## config.mk

```make
export PLATFORM = sky130hd
export DESIGN_NAME = debug_capture_ctrl
export DESIGN_NICKNAME = d
export VERILOG_FILES = /design/src/rtl/debug_ctrl_pkg.sv /design/src/rtl/debug_rr_pick.sv /design/src/rtl/debug_capture_ctrl.sv
export SDC_FILE = /design/constraint.sdc
export NUM_CORES = 1
export LEC_CHECK = 0
export CAP_MARGIN = 0
export CORE_ASPECT_RATIO = 0.5
export CORE_MARGIN = 1.5
export CORE_UTILIZATION = 58
export DETAILED_ROUTE_END_ITERATION = 12
export PLACE_DENSITY = 0.92
export SLEW_MARGIN = 0
export SYNTH_ARGS = -nofsm -noshare
export SYNTH_HDL_FRONTEND = slang
export SYNTH_SLANG_ARGS = --single-unit
```

## constraint.sdc

```tcl
create_clock -name clk_100mhz -period 9.92 [get_ports clk_100mhz]
set_input_delay 1.984 -clock clk_100mhz [delete_from_list [all_inputs] [get_ports clk_100mhz]]
set_output_delay 1.984 -clock clk_100mhz [all_outputs]
set_load 0.02 [all_outputs]
```

## src/rtl/debug_ctrl_pkg.sv

```systemverilog
// Shared types and constants for the ILA debug capture sequencer.
// Bit positions refer to the raw VIO control word.
package debug_ctrl_pkg;

    typedef enum logic [1:0] {
        ST_IDLE    = 2'd0,
        ST_SETTLE  = 2'd1,
        ST_ARMED   = 2'd2,
        ST_CAPTURE = 2'd3
    } state_e;

    localparam int VIO_SEL_HI   = 15;
    localparam int VIO_SEL_LO   = 8;
    localparam int VIO_AUTO     = 7;
    localparam int VIO_ARM      = 6;
    localparam int VIO_ABORT    = 5;

    localparam int SEL_BASE_DEF = 19;

endpackage

```

## src/rtl/debug_rr_pick.sv

```systemverilog
// Round-robin finder: lowest set mask bit (first mode) or the next set bit
// strictly after cur_i, wrapping so cur_i itself is the last candidate.
module debug_rr_pick #(
    parameter int NUM_GRP = 8,
    parameter int IDX_W   = 3
) (
    input  logic [NUM_GRP-1:0] mask_i,
    input  logic [IDX_W-1:0]   cur_i,
    input  logic               first_i,
    output logic [IDX_W-1:0]   idx_o,
    output logic               none_valid_o
);

    logic [IDX_W:0]   base;
    logic [IDX_W-1:0] cand [NUM_GRP];
    logic [NUM_GRP-1:0] hit;

    assign base = first_i ? '0 : ({1'b0, cur_i} + (IDX_W+1)'(1));

    // Candidate gi is the gi-th index visited from base, folded back into range.
    generate
        for (genvar gi = 0; gi < NUM_GRP; gi++) begin : g_cand
            logic [IDX_W:0] sum;
            assign sum = base + (IDX_W+1)'(gi);
            assign cand[gi] = (sum >= (IDX_W+1)'(NUM_GRP))
                            ? IDX_W'(sum - (IDX_W+1)'(NUM_GRP))
                            : IDX_W'(sum);
            assign hit[gi] = mask_i[cand[gi]];
        end
    endgenerate

    always_comb begin
        idx_o        = '0;
        none_valid_o = 1'b1;
        for (int k = NUM_GRP - 1; k >= 0; k--) begin
            if (hit[k]) begin
                idx_o        = cand[k];
                none_valid_o = 1'b0;
            end
        end
    end

endmodule

```

## src/rtl/debug_capture_ctrl.sv

```systemverilog
// Debug group sequencer: selects a probe group (manual or round-robin) and runs
// settle / arm / trigger / post-trigger capture windows, reporting to VIO.
module debug_capture_ctrl
    import debug_ctrl_pkg::*;
#(
    parameter int NUM_GRP    = 8,
    parameter int SEL_W      = 8,
    parameter int SEL_BASE   = SEL_BASE_DEF,
    parameter int WIN_W      = 16,
    parameter int SETTLE_CYC = 16
) (
    input  logic               clk_100mhz,
    input  logic               sys_rst,
    input  logic [15:0]        vio_ctrl,
    input  logic [NUM_GRP-1:0] grp_enable,
    input  logic [NUM_GRP-1:0] grp_trig,
    input  logic [WIN_W-1:0]   post_len,
    output logic [SEL_W-1:0]   dbg_sel,
    output logic               cap_en,
    output logic               cap_trig,
    output logic               done,
    output logic               busy,
    output logic               sel_err,
    output logic [WIN_W-1:0]   win_cnt
);

    localparam int IDX_W = (NUM_GRP > 1) ? $clog2(NUM_GRP) : 1;
    localparam int SET_W = $clog2(SETTLE_CYC + 1);

    logic [15:0]      sync1_q, sync2_q;
    logic             arm_dly_q;
    state_e           state_q;
    logic [IDX_W-1:0] grp_q;
    logic             auto_q;
    logic [SET_W-1:0] settle_q;
    logic [WIN_W-1:0] rem_q;
    logic [SEL_W-1:0] dbg_sel_q;
    logic             cap_en_q, cap_trig_q, done_q, sel_err_q;
    logic [WIN_W-1:0] win_cnt_q;

    logic             arm_rise, abort_lvl, auto_req;
    logic [SEL_W-1:0] man_code, man_off;
    logic             man_valid;
    logic [IDX_W-1:0] man_grp, pick_idx;
    logic             pick_none, trig_hit;
    logic [WIN_W-1:0] eff_len;
    logic             unused_vio_bits;

    assign arm_rise        = sync2_q[VIO_ARM] & ~arm_dly_q;
    assign abort_lvl       = sync2_q[VIO_ABORT];
    assign auto_req        = sync2_q[VIO_AUTO];
    assign unused_vio_bits = ^sync2_q[4:0];

    assign man_code  = SEL_W'(sync2_q[VIO_SEL_HI:VIO_SEL_LO]);
    assign man_off   = man_code - SEL_W'(SEL_BASE);
    assign man_valid = (man_code >= SEL_W'(SEL_BASE)) && (man_off < SEL_W'(NUM_GRP));
    assign man_grp   = IDX_W'(man_off);

    assign trig_hit = grp_trig[grp_q];
    assign eff_len  = (post_len == '0) ? WIN_W'(1) : post_len;

    // In IDLE the finder starts from index 0; otherwise it advances past grp_q.
    debug_rr_pick #(
        .NUM_GRP (NUM_GRP),
        .IDX_W   (IDX_W)
    ) u_rr_pick (
        .mask_i       (grp_enable),
        .cur_i        (grp_q),
        .first_i      (state_q == ST_IDLE),
        .idx_o        (pick_idx),
        .none_valid_o (pick_none)
    );

    always_ff @(posedge clk_100mhz) begin
        if (sys_rst) begin
            sync1_q    <= '0;
            sync2_q    <= '0;
            arm_dly_q  <= 1'b0;
            state_q    <= ST_IDLE;
            grp_q      <= '0;
            auto_q     <= 1'b0;
            settle_q   <= '0;
            rem_q      <= '0;
            dbg_sel_q  <= SEL_W'(SEL_BASE);
            cap_en_q   <= 1'b0;
            cap_trig_q <= 1'b0;
            done_q     <= 1'b0;
            sel_err_q  <= 1'b0;
            win_cnt_q  <= '0;
        end else begin
            sync1_q    <= vio_ctrl;
            sync2_q    <= sync1_q;
            arm_dly_q  <= sync2_q[VIO_ARM];
            cap_trig_q <= 1'b0;

            if (abort_lvl) begin
                state_q  <= ST_IDLE;
                cap_en_q <= 1'b0;
                done_q   <= 1'b0;
            end else begin
                case (state_q)
                    ST_IDLE: begin
                        done_q <= 1'b0;
                        if (arm_rise) begin
                            if (auto_req) begin
                                if (!pick_none) begin
                                    grp_q     <= pick_idx;
                                    auto_q    <= 1'b1;
                                    dbg_sel_q <= SEL_W'(SEL_BASE) + SEL_W'(pick_idx);
                                    settle_q  <= '0;
                                    state_q   <= ST_SETTLE;
                                end
                            end else if (man_valid) begin
                                grp_q     <= man_grp;
                                auto_q    <= 1'b0;
                                sel_err_q <= 1'b0;
                                dbg_sel_q <= SEL_W'(SEL_BASE) + SEL_W'(man_grp);
                                settle_q  <= '0;
                                state_q   <= ST_SETTLE;
                            end else begin
                                sel_err_q <= 1'b1;
                            end
                        end
                    end
                    ST_SETTLE: begin
                        if (settle_q == SET_W'(SETTLE_CYC - 1)) begin
                            state_q <= ST_ARMED;
                        end else begin
                            settle_q <= settle_q + SET_W'(1);
                        end
                    end
                    ST_ARMED: begin
                        if (trig_hit) begin
                            rem_q      <= eff_len;
                            cap_en_q   <= 1'b1;
                            cap_trig_q <= 1'b1;
                            done_q     <= (eff_len == WIN_W'(1));
                            state_q    <= ST_CAPTURE;
                        end
                    end
                    ST_CAPTURE: begin
                        // rem_q counts the capture cycles still to go, including this one.
                        if (rem_q == WIN_W'(1)) begin
                            cap_en_q  <= 1'b0;
                            done_q    <= 1'b0;
                            win_cnt_q <= win_cnt_q + WIN_W'(1);
                            if (auto_q && !pick_none) begin
                                grp_q     <= pick_idx;
                                dbg_sel_q <= SEL_W'(SEL_BASE) + SEL_W'(pick_idx);
                                settle_q  <= '0;
                                state_q   <= ST_SETTLE;
                            end else begin
                                state_q <= ST_IDLE;
                            end
                        end else begin
                            rem_q  <= rem_q - WIN_W'(1);
                            done_q <= (rem_q == WIN_W'(2));
                        end
                    end
                    default: state_q <= ST_IDLE;
                endcase
            end
        end
    end

    assign dbg_sel  = dbg_sel_q;
    assign cap_en   = cap_en_q;
    assign cap_trig = cap_trig_q;
    assign done     = done_q;
    assign busy     = (state_q != ST_IDLE);
    assign sel_err  = sel_err_q;
    assign win_cnt  = win_cnt_q;

endmodule

```

; Word level (Yosys, flattened, before mapping)
; Index checks and enable logic that the tools add are counted.
[classes]
n_reduce_logical = 22
addsub = 22
eq_ne = 17
muxes = 89
n_lt_le_gt_ge = 19
bitwise_logic = 5
[ops]
columns = op, count
row1 = 2-to-1 mux 3 bit, 22
row2 = 2-to-1 mux 16 bit, 3
row3 = 2-to-1 mux 8 bit, 6
row4 = less-than comparator 3 x 4 -> 1 bit (second input constant), 9
row5 = 2-to-1 mux 5 bit, 7
row6 = equality test 16 x 1 -> 1 bit (second input constant), 2
row7 = greater-or-equal comparator 4 bit (second input constant), 8
row8 = one-hot mux 16 bit (2 select lines), 1
row9 = binary-select mux 1 bit (select 3 bit), 9
row10 = 2-to-1 mux 1 bit, 27
row11 = subtractor 3 x 1 -> 3 bit (second input constant), 8
row12 = adder 16 x 1 -> 16 bit (second input constant), 1
row13 = adder 4 x 3 -> 4 bit (second input constant), 4
row14 = equality test 16 x 2 -> 1 bit (second input constant), 1
row15 = logical NOT 16 bit, 1
row16 = inequality test 2 bit (second input constant), 8
row17 = one-hot mux 8 bit (2 select lines), 1
row18 = subtractor 16 x 1 -> 16 bit (second input constant), 1
row19 = one-hot mux 5 bit (3 select lines), 1
row20 = 2-to-1 mux 2 bit, 7
row21 = adder 5 x 3 -> 6 bit (first input constant), 2
row22 = adder 4 x 2 -> 4 bit (second input constant), 2
row23 = greater-or-equal comparator 8 x 5 -> 1 bit (second input constant), 1
row24 = less-than comparator 8 x 4 -> 1 bit (second input constant), 1
row25 = other kinds (29), 41
[totals]
elab_cells = 188
register_bits = 88

; Longest topological paths before layout
; Gate-level depths: netlist (run 1).
[logic_depth]
ltp_word = 20
depth_mapped = 17
depth_no_buf = 15

; Hierarchy
; Synthesis (run 1) repeated with hierarchy kept, for this count alone.
[unflattened]
cells_unflattened = 593
hier_area_um2 = 4934.7
[by_module_without_submodules]
columns = module, area_each_um2, cells_per_inst, n_inst
row1 = debug_capture_ctrl, 3937.5, 460, 1
row2 = debug_rr_pick, 997.2, 133, 1

; Worst setup path before layout (run 1)
; Ideal clock, no wire load.
[synth_path]
kind = input to register
start = input port grp_enable[7]
end = register settle_q[4]
path_buffers = 0
arrival_time_ns = 4.112
path_stages = 9
setup_time_ns = 0.115
required_ns = 9.805
slack_ns = 5.693
cell_sequence = nor3b_1 > a21oi_1 > mux4_2 > nand2_2 > nor3_2 > a211o_2 > a221oi_4 > nand2_1 > a31o_1
[synth_between]
elab_chain_len = 14
elab_cells_between_ends = 29
classes_between = eq/ne (2) / mux (24) / reduce/logical (3)
[synth_rtl]
columns = item, line
row1 = "start, declared", debug_capture_ctrl.sv:15  ; input logic [NUM_GRP-1:0] grp_enable,
row2 = binary-select mux 1 bit (select 3 bit), debug_rr_pick.sv:28  ; assign hit[gi] = mask_i[cand[gi]];
row3 = 2-to-1 mux 1 bit (implied by the code), debug_rr_pick.sv:28
row4 = 2-to-1 mux 1 bit (7 in a row), debug_rr_pick.sv:36  ; if (hit[k]) begin
row5 = 2-to-1 mux 1 bit (*), debug_rr_pick.sv:36
row6 = logical NOT 1 bit, debug_capture_ctrl.sv:147  ; if (auto_q && !pick_none) begin
row7 = logical AND 1 bit, debug_capture_ctrl.sv:147
row8 = inequality test 2 bit (no line), n/a
row9 = AND reduction 8 bit (no line) (*), n/a
row10 = "end signal, assigned", debug_capture_ctrl.sv:129  ; settle_q <= settle_q + SET_W'(1);
row11 = "end, declared", debug_capture_ctrl.sv:35  ; logic [SET_W-1:0] settle_q;
; Mark *: on every way between the ends. The rest lies on a longest branch, timed or not. The select of a mux whose other input is x is not followed.
; A chain may end at the register's enable or synchronous reset.

; Worst setup path after layout (run 1)
; Ends and elaborated chain as after synthesis.

==> results of run 1 <==
[layer usage]
| layer | up-vias | routed length [um] |
|---|---|---|
| li1 | 2106 | - |
| met1 | 2044 | 4940 |
| met2 | 158 | 5400 |
| met3 | 23 | 617 |
| met4 | 0 | 205 |
| met5 | - | 0 |
[where the power goes]
group          switching, mW  internal, mW  leakage [nW]
sequential            0.0103         0.307         0.602
clock                  0.131         0.248         0.170
combinational          0.101        0.0835          1.30
total                  0.243         0.638          2.07
[Yosys cell counts, types with 4 or more instances]
cell / n
o21a_1: 4
nand2_1: 46
a311oi_1: 4
dfxtp_1: 74
a211oi_1: 11
clkbuf_1: 19
nand2b_1: 7
nand4_1: 8
mux4_2: 5
nor2b_1: 29
nor2_1: 54
and3_1: 5
nand3_1: 10
o21bai_1: 4
nor3b_1: 5
buf_2: 7
inv_1: 21
nor3_1: 19
nor4_1: 7
a21oi_1: 44
xor2_1: 14
nand3b_1: 5
ha_1: 16
buf_4: 4
xnor2_1: 7
o22ai_1: 5
mux2i_1: 21
o21ai_0: 20
mux2_2: 8
[layout make-up]
type | instances | share of cell area, %
tap | 108 | 2.38
clock buffer | 9 | 3.97
timing repair buffer | 72 | 12.5
multi-input combinational | 431 | 51.3
clock inverter | 7 | 2.20
sequential | 74 | 26.1
inverter | 23 | 1.52
[cell families (layout without fill, tap and decap cells)]
logic type | after synthesis | count (layout)
other cells | 2 | 4
simple gates | 220 | 220
flops | 74 | 74
buf+inv | 54 | 111
fa+ha+maj | 16 | 16
xor+xnor | 22 | 22
compound gates | 134 | 134
mux | 35 | 35
[critical path: cells and delay by family]
family / cells / cell delay [ps]
AND/OR/NAND/NOR: 4 / 700
AO/OA/AOI/OAI: 4 / 1300
multiplexers: 1 / 560
buffers and inverters: 1 / 580
[path summary, 6_finish.rpt]
path                                     to  slack, ps
worst max-delay path            settle_q[4]       5030
worst min-delay path             sync2_q[6]        430
worst max register to register  settle_q[4]       5060
worst min register to register   sync2_q[6]        430
[state kept, by name (all words and copies together) (netlist names)]
name,count
sync1_q,11
auto_q,1
settle_q,5
cap_en,1
done,1
sel_err,1
state_q,2
grp_q,3
win_cnt,16
sync2_q,11
dbg_sel,4
arm_dly_q,1
cap_trig,1
rem_q,16
==> qor.csv, run 1 <==
stage,metric,value,unit
status,status,"finished, final reports clean",
drt,detail-route-antenna-nets,0,
synthesis,ys_warn_count,0,
placed_design,place_congestion,0.903,
power_and_ir_drop,power_density,155,mW/mm^2
critical_path,worstSetupPathType,primary input to flip-flop,
synthesis,seq_area_frac_synth,32.1,%
clock_tree,clockRootBuffer,clkbuf_16,
synthesis,syn_inst,557,
drt,viasPerCell,5.98,
critical_path,crit_arrival,5120,ps
synthesis,synth.top_cells.by_area,"dfxtp_1, a21oi_1, mux2i_1",
synthesis,ys_ff_latch,74,
timing,finalHoldViolCount,0,
synthesis,yosysTopAreaCell,dfxtp_1,
run,max-cap-violations,0,
synthesis,synthFlopType,dfxtp_1,
floorplanning,row_count,22,
grt,grt.met3_usage,5.50,%
timing,fin_crit_sh,49.3,%
timing,rsz0062_at_grt,no,
drt,drt-pass1-iter-count,4,
grt,grt_pass1_wl,18300,um
placed_design,port_buffers,69,
clock_tree,postCtsResizedCells,0,
clock_tree,insertion_delay,340,ps
drt,wl_per_cell,15.4,um
floorplanning,start_util,61.3,%
layout,seq_area,0.00148,mm^2
timing,period_minus_slack,4890,ps
critical_path,cp-startpoint,grp_enable[7],
power_and_ir_drop,ir_drop,0.0000937,V
grt,use_met1,32.9,%
clock_tree,tritoncts,done,
clock_tree,clock_sinks,74,
layout,fin_nets,677,
power_and_ir_drop,finalPower,881,uW
timing,hold_slack,433,ps
timing,relSlewSlack,49.8,%
grt,grtUsageMet2,47.7,%
critical_path,crit_path_start_kind,primary input,
clock_tree,post_cts_buffers,0,
placed_design,hpwl,7430,um
power_and_ir_drop,leakagePower,2.07,nW
grt,grt-busiest-layer,met2,
layout,n_antenna_cell,0,
hold_path,hold_depth,1,
grt,grt_use_total,27.0,%
timing,worst_pin_slew,753,ps
layout,final_area,0.00568,mm^2
synthesis,netlist.area_leader.share,32.1,%
timing,fin_ws,5030,ps
synthesis,synth_compound_area_share,20.1,%
floorplanning,chipHeight,66.0,um
layout,multi_input_area,0.00291,mm^2
placed_design,dp_slack,4740,ps
clock_tree,holdBufCountCts,0,
floorplanning,ios,79,
critical_path,cp_slowest_stage_delay,580,ps
clock_tree,cts_buffers,9,
drt,routed_wl,11200,um
synthesis,synth_top_family_by_area,simple AND/OR/NAND/NOR gates,
critical_path,cp.required,10150,ps
layout,layout_commonest_cell,dfxtp_1,
clock_tree,clk_path_buf_depth,2,
hold_path,min_from,sync1_q[6],
grt,grt_max_degree,73,
critical_path,crit_path_cell_trace,"clkdlybuf4s50_1, nor3b_1, a21oi_1, mux4_2, nand2_2, nor3_2, a211o_2, a221oi_4, nand2_1, a31o_1",
layout,utilization,75.5,%
drt,vias,4331,
floorplanning,core,0.00751,mm^2
layout,fillers,511,
floorplanning,dieWidth,129,um
placed_design,place_area,0.00533,mm^2
drt,drtIter0Drc,265,
timing,setup_violations,0,
floorplanning,die_area,0.00852,mm^2
drt,drc,0,
hold_path,hold_class,flip-flop to flip-flop,
synthesis,yosys.area_share.simple,24.7,%
grt,grt_overflow_total,0,
critical_path,r2r_cells,11,
critical_path,r2r_start,grp_q[0],
grt,grt_pass1_vias,4033,
synthesis,netlist_area,0.00461,mm^2
layout,final_cells,724,
layout,mostFrequentLayoutCells,"dfxtp_1, clkdlybuf4s50_1, nor2_1, nand2_1, a21oi_1",
synthesis,synthAdderAreaFrac,4.34,%
layout,synthToLayoutAreaGrowth,23.2,%
timing,finClkSkew,9.67,ps
timing,maxSlewViolCount,0,
synthesis,avgSynthCellArea,8.27,um^2
clock_tree,cts.htree.levels,3,
synthesis,synthArstFlopShare,0,%
synthesis,synth_xor_area_share,4.34,%
timing,setup_tns,0,ps
critical_path,critPathSlowestCell,clkdlybuf4s50_1,
placed_design,dp_cells,708,
critical_path,cp-end-kind,flip-flop,
layout,drive_above_1_share,8.60,%
synthesis,synth_enable_flop_cells,0,
synthesis,ys_types,73,
clock_tree,clkSlewWorstSetupHoldPaths,60,ps
synthesis,synthMuxAreaShare,9.29,%
critical_path,critPathMaxFanout,9,
grt,antenna_found_initial,0,
timing,fmax,205,MHz
Power figures use the tool's default switching activity.
==> inputs of run 2 (changes only) <==
Settings changed: CORE_UTILIZATION 58 to 54, PLACE_DENSITY 0.92 to 0.87.
Clock period 9.92 ns to 4.9 ns, I/O delays scaled along.
==> qor.csv, run 2 (synthesized netlist as in run 1, its figures left out) <==
stage,metric,value,unit,change
floorplanning,row_count,23,,+4.5%
layout,fin_nets,683,,+0.89%
floorplanning,ios,79,,unchanged
drt,drt-pass1-iter-count,4,,unchanged
layout,synthToLayoutAreaGrowth,24.2,%,
drt,vias,4308,,-0.53%
critical_path,crit_buf_inv,2,,+1
clock_tree,postCtsResizedCells,0,,unchanged
power_and_ir_drop,p_switching,485,uW,+100%
layout,drive_above_1_share,9.49,%,+0.88 points
clock_tree,clkSlewWorstSetupHoldPaths,60,ps,about the same
placed_design,place_congestion,0.893,,-1.1%
layout,fillers,615,,+20%
grt,grt_overflow_total,0,,unchanged
timing,setup_tns,0,ps,unchanged
floorplanning,core,0.00814,mm^2,+8.4%
layout,layout_commonest_cell,dfxtp_1,,
grt,grt_pass1_vias,4048,,+0.37%
power_and_ir_drop,power_density,311,mW/mm^2,+100%
timing,maxSlewViolCount,0,,unchanged
power_and_ir_drop,ir_drop,0.000238,V,+150%
critical_path,critPathSlowestCell,ha_1,,
critical_path,rrSetupSlack,610,ps,-4450 ps
critical_path,cp-end-kind,flip-flop,,
grt,grt_use_total,25.7,%,-1.3 points
critical_path,r2r_start,state_q[0],,
placed_design,hpwl,7680,um,+3.3%
grt,grt_max_degree,73,,unchanged
timing,fin_ws,615,ps,-4420 ps
layout,n_antenna_cell,0,,unchanged
critical_path,path_delay_family,compound AO/OA/AOI/OAI gates,,
clock_tree,cts.htree.levels,3,,unchanged
floorplanning,dieWidth,134,um,+3.6%
floorplanning,die_area,0.00913,mm^2,+7.1%
critical_path,crit_path_start_kind,flip-flop,,
status,status,"finished, final reports clean",,
clock_tree,post_cts_buffers,0,,unchanged
hold_path,min_from,sync1_q[14],,
timing,period_minus_slack,4290,ps,
critical_path,cp.required,5140,ps,-5010 ps
drt,drc,0,,unchanged
critical_path,critPathMaxFanout,15,,+6
grt,antenna_found_initial,0,,unchanged
clock_tree,clock_sinks,74,,unchanged
floorplanning,start_util,56.6,%,-4.7 points
drt,wl_per_cell,15.2,um,-1.3%
clock_tree,holdBufCountCts,0,,unchanged
power_and_ir_drop,p_int,1.30,mW,+100%
timing,rsz0062_at_grt,no,,
timing,finalHoldViolCount,0,,unchanged
critical_path,cp-startpoint,state_q[0],,
clock_tree,cts_buffers,9,,unchanged
placed_design,dp_cells,718,,+1.4%
critical_path,crit_path_cell_trace,"inv_1, ha_1, nor2_4, inv_1, ha_1, mux4_2, a2111oi_0, o2bb2ai_1, a31oi_1, nor2b_1, o21ai_0, a311oi_1",,
power_and_ir_drop,leakagePower,2.09,nW,+1.3%
placed_design,dp_slack,772,ps,-3970 ps
clock_tree,clockRootBuffer,clkbuf_16,,
layout,mostFrequentLayoutCells,"dfxtp_1, clkdlybuf4s50_1, nor2_1, nand2_1, a21oi_1",,
power_and_ir_drop,pwr-share-comb,21.6,%,+0.6 points
placed_design,port_buffers,69,,unchanged
critical_path,crit_arrival,4530,ps,-590 ps
layout,multi_input_area,0.00291,mm^2,unchanged
timing,hold_slack,430,ps,-2.42 ps
layout,final_cells,734,,+1.4%
drt,drtIter0Drc,278,,+4.9%
clock_tree,insertion_delay,330,ps,about the same
drt,routed_wl,11200,um,about the same
timing,finClkSkew,8.92,ps,-0.752 ps
layout,seq_area,0.00148,mm^2,unchanged
run,max-cap-violations,0,,unchanged
timing,worst_pin_slew,762,ps,+8.69 ps
drt,viasPerCell,5.87,,-1.9%
drt,detail-route-antenna-nets,0,,unchanged
timing,fmax,233,MHz,
hold_path,hold_class,flip-flop to flip-flop,,
floorplanning,chipHeight,68.3,um,+3.5%
grt,grt_pass1_wl,18700,um,+2.1%
power_and_ir_drop,p_seq_share,35.7,%,-0.3 points
critical_path,worstSetupPathType,flip-flop to flip-flop,,
timing,setup_violations,0,,unchanged
clock_tree,tritoncts,done,,
power_and_ir_drop,pwr-share-clk,42.6,%,-0.4 points
critical_path,cp_slowest_stage_delay,520,ps,-60 ps
power_and_ir_drop,p_sw_share,27.2,%,-0.36 points
timing,relSlewSlack,49.2,%,-0.58 points
timing,fin_crit_sh,87.4,%,
layout,utilization,70.3,%,-5.2 points
clock_tree,clk_path_buf_depth,2,,unchanged
-- run 2: cell types whose count changed in the layout (fill, tap and decap cells not counted), sizes merged --
cell      change
buf           +6
clkinv        -2
clkinvlp      +1
inv           +1
-- run 2: through the flow --
step           total power, mW  cell area [um^2]
2_1_floorplan            0.916              4620
3_3_place_gp              1.02              5380
3_5_place_dp              1.03              5380
4_1_cts                   1.79              5720
5_1_grt                   1.86              5720
6_report                  1.78              5720
-- run 2: layout make-up --
class                   instances  area share (%)
inverters                      23            1.51
clock inverters                 7            2.16
clock buffers                   9            3.93
flip-flops and latches         74            25.9
repair buffers                 78            13.2
well taps                     112            2.45
multi-input cells             431            50.9
-- run 2: metal layers --
metal / part of all wire [%] / routed length, um / GRT usage, % / up-vias
met4: 1.3 / 140 / 8.15 / 0
met5: 0 / 0 / 0 / -
li1: - / - / - / 2118
met2: 50 / 5540 / 47.8 / 163
met3: 5.8 / 648 / 5.19 / 15
met1: 43 / 4840 / 30.6 / 2012
-- run 2: worst paths after layout --
kind	endpoint	cells past startpoint
setup / recovery	dbg_sel[3]	12
hold / removal	sync2_q[14]	1
setup reg to reg	dbg_sel[3]	12
hold reg to reg	sync2_q[14]	1
-- run 2: power groups by stage --
stage | combinational, mW | sequential (mW) | clock [mW]
after floorplan | 0.266 | 0.651 | 0
after global placement | 0.371 | 0.649 | 0
after detailed placement | 0.378 | 0.650 | 0
after CTS | 0.381 | 0.637 | 0.768
after global routing | 0.423 | 0.639 | 0.794
final | 0.385 | 0.637 | 0.760
-- run 2: worst register-to-register path, cell delays in order, from the launching register on --
cell and delay (ps):
dfxtp_1 410, inv_1 130, ha_1 470, nor2_4 350, inv_1 310, ha_1 520, mux4_2 390, a2111oi_0 430
o2bb2ai_1 130, a31oi_1 430, nor2b_1 260, o21ai_0 120, a311oi_1 260
==> inputs of run 3 (changes only) <==
Settings changed: ABC_CLOCK_PERIOD_IN_PS set to 4900, CORE_MARGIN 1.5 to not set.
==> qor.csv, run 3 (synthesized netlist as in run 1, its figures left out) <==
stage,metric,value,unit,change
layout,mostFrequentLayoutCells,"dfxtp_1, clkdlybuf4s50_1, nor2_1, nand2_1, a21oi_1",,
grt,grt.met3_usage,4.65,%,-0.53 points
critical_path,critPathSlowestCell,ha_1,,
timing,rsz0062_at_grt,no,,
timing,fmax,232,MHz,-0.54%
grt,grt_max_degree,73,,unchanged
floorplanning,row_count,23,,unchanged
timing,period_minus_slack,4310,ps,+23.1 ps
timing,finalHoldViolCount,0,,unchanged
clock_tree,insertion_delay,330,ps,about the same
placed_design,port_buffers,69,,unchanged
grt,grtUsageMet2,46.1,%,-1.7 points
grt,grt_pass1_wl,18200,um,-2.9%
timing,finClkSkew,6.36,ps,-2.55 ps
layout,synthToLayoutAreaGrowth,23.1,%,
critical_path,cp.required,5120,ps,-20 ps
grt,grt_overflow_total,0,,unchanged
timing,worst_pin_slew,851,ps,+89.6 ps
clock_tree,cts.htree.levels,3,,unchanged
hold_path,hold_class,flip-flop to flip-flop,,
critical_path,cp-end-kind,flip-flop,,
drt,drc,0,,unchanged
layout,layout_commonest_cell,dfxtp_1,,
timing,setup_tns,0,ps,unchanged
clock_tree,holdBufCountCts,0,,unchanged
timing,maxSlewViolCount,0,,unchanged
run,max-cap-violations,0,,unchanged
grt,grt_pass1_vias,4024,,-0.59%
drt,drt-pass1-iter-count,5,,+1
critical_path,crit_path_cell_trace,"inv_1, ha_1, nor2_4, inv_1, ha_1, nand2_1, mux2i_1, nor4_1, a211o_2, a221oi_4, nand2_1, a31o_1",,
layout,fin_nets,682,,-0.15%
timing,hold_slack,431,ps,+0.812 ps
floorplanning,chipHeight,67.3,um,-1.5%
critical_path,cp_slowest_stage_delay,530,ps,about the same
critical_path,crit_path_start_kind,flip-flop,,
critical_path,worstSetupPathType,flip-flop to flip-flop,,
grt,grt_use_total,25.2,%,-0.47 points
timing,setup_violations,0,,unchanged
drt,viasPerCell,5.87,,about the same
clock_tree,cts_buffers,9,,unchanged
layout,utilization,69.7,%,-0.61 points
timing,fin_crit_sh,87.9,%,+0.47 points
grt,grt-busiest-layer,met2,,
clock_tree,clockRootBuffer,clkbuf_16,,
clock_tree,clock_sinks,74,,unchanged
floorplanning,dieWidth,133,um,-0.75%
floorplanning,start_util,56.6,%,unchanged
drt,detail-route-antenna-nets,0,,unchanged
power_and_ir_drop,power_density,300,mW/mm^2,-3.7%
placed_design,place_congestion,0.895,,+0.20%
drt,routed_wl,10900,um,-2.2%
power_and_ir_drop,ir_drop,0.000177,V,-26%
status,status,"finished, final reports clean",,
floorplanning,ios,79,,unchanged
drt,wl_per_cell,14.9,um,-1.8%
grt,use_met1,30.6,%,-0.048 points
critical_path,crit_arrival,4530,ps,about the same
drt,drtIter0Drc,280,,+0.72%
clock_tree,clk_path_buf_depth,2,,unchanged
layout,seq_area,0.00148,mm^2,unchanged
timing,relSlewSlack,43.1,%,-6.1 points
layout,drive_above_1_share,9.05,%,-0.44 points
critical_path,critPathMaxFanout,15,,unchanged
drt,vias,4293,,-0.35%
grt,antenna_found_initial,0,,unchanged
floorplanning,die_area,0.00893,mm^2,-2.2%
layout,multi_input_area,0.00291,mm^2,unchanged
clock_tree,clkSlewWorstSetupHoldPaths,60,ps,about the same
placed_design,hpwl,7550,um,-1.7%
placed_design,dp_slack,616,ps,-156 ps
power_and_ir_drop,finalPower,1.70,mW,-4.6%
floorplanning,core,0.00814,mm^2,unchanged
layout,n_antenna_cell,0,,unchanged
timing,fin_ws,592,ps,-23.1 ps
clock_tree,postCtsResizedCells,0,,unchanged
clock_tree,post_cts_buffers,0,,unchanged
power_and_ir_drop,leakagePower,2.07,nW,-1.2%
clock_tree,tritoncts,done,,
layout,fillers,625,,+1.6%
==> run 3: metal layers <==
layer	vias up	wire (um)	share of wire, %
met5	-	0	0
met4	0	172	1.6
met3	16	487	4.5
met2	116	5340	49
met1	2040	4920	45
li1	2121	-	-
==> run 3: path summary, 6_finish.rpt <==
| check | from | end | slack, ps | cells past startpoint |
|---|---|---|---|---|
| setup reg to reg | state_q[0] | settle_q[4] | 590 | 12 |
| hold reg to reg | sync1_q[5] | sync2_q[5] | 430 | 1 |
| setup / recovery | state_q[0] | settle_q[4] | 590 | 12 |
| hold / removal | sync1_q[5] | sync2_q[5] | 430 | 1 |
==> run 3: critical path, delay by kind of cell (launching register included) <==
kind                     cells  cell delay (ps)
flip-flops                   1              410
multiplexers                 1              330
buffers and inverters        2              460
AND/OR/NAND/NOR              4              820
adder cells (fa/ha/maj)      2             1000
AO/OA/AOI/OAI                3             1170
==> run 3: per-stage QoR <==
stage                     std cells  cell area [um^2]
final                           731              5670
after floorplan                 559              4620
after CTS                       731              5670
after detailed placement        717              5370
after global placement          717              5370
after global routing            731              5670
==> run 3: area by class of cell <==
cell class,count,area share (%)
clock inverters,5,1.43
multi-input cells,431,51.4
flip-flops and latches,74,26.1
well taps,112,2.47
inverters,23,1.52
repair buffers,77,13.1
clock buffers,9,3.97
==> run 3: power by group <==
group / switching [mW] / internal, mW / total [mW]
clock: 0.244 / 0.440 / 0.684
combinational: 0.206 / 0.174 / 0.380
sequential: 0.0157 / 0.622 / 0.637
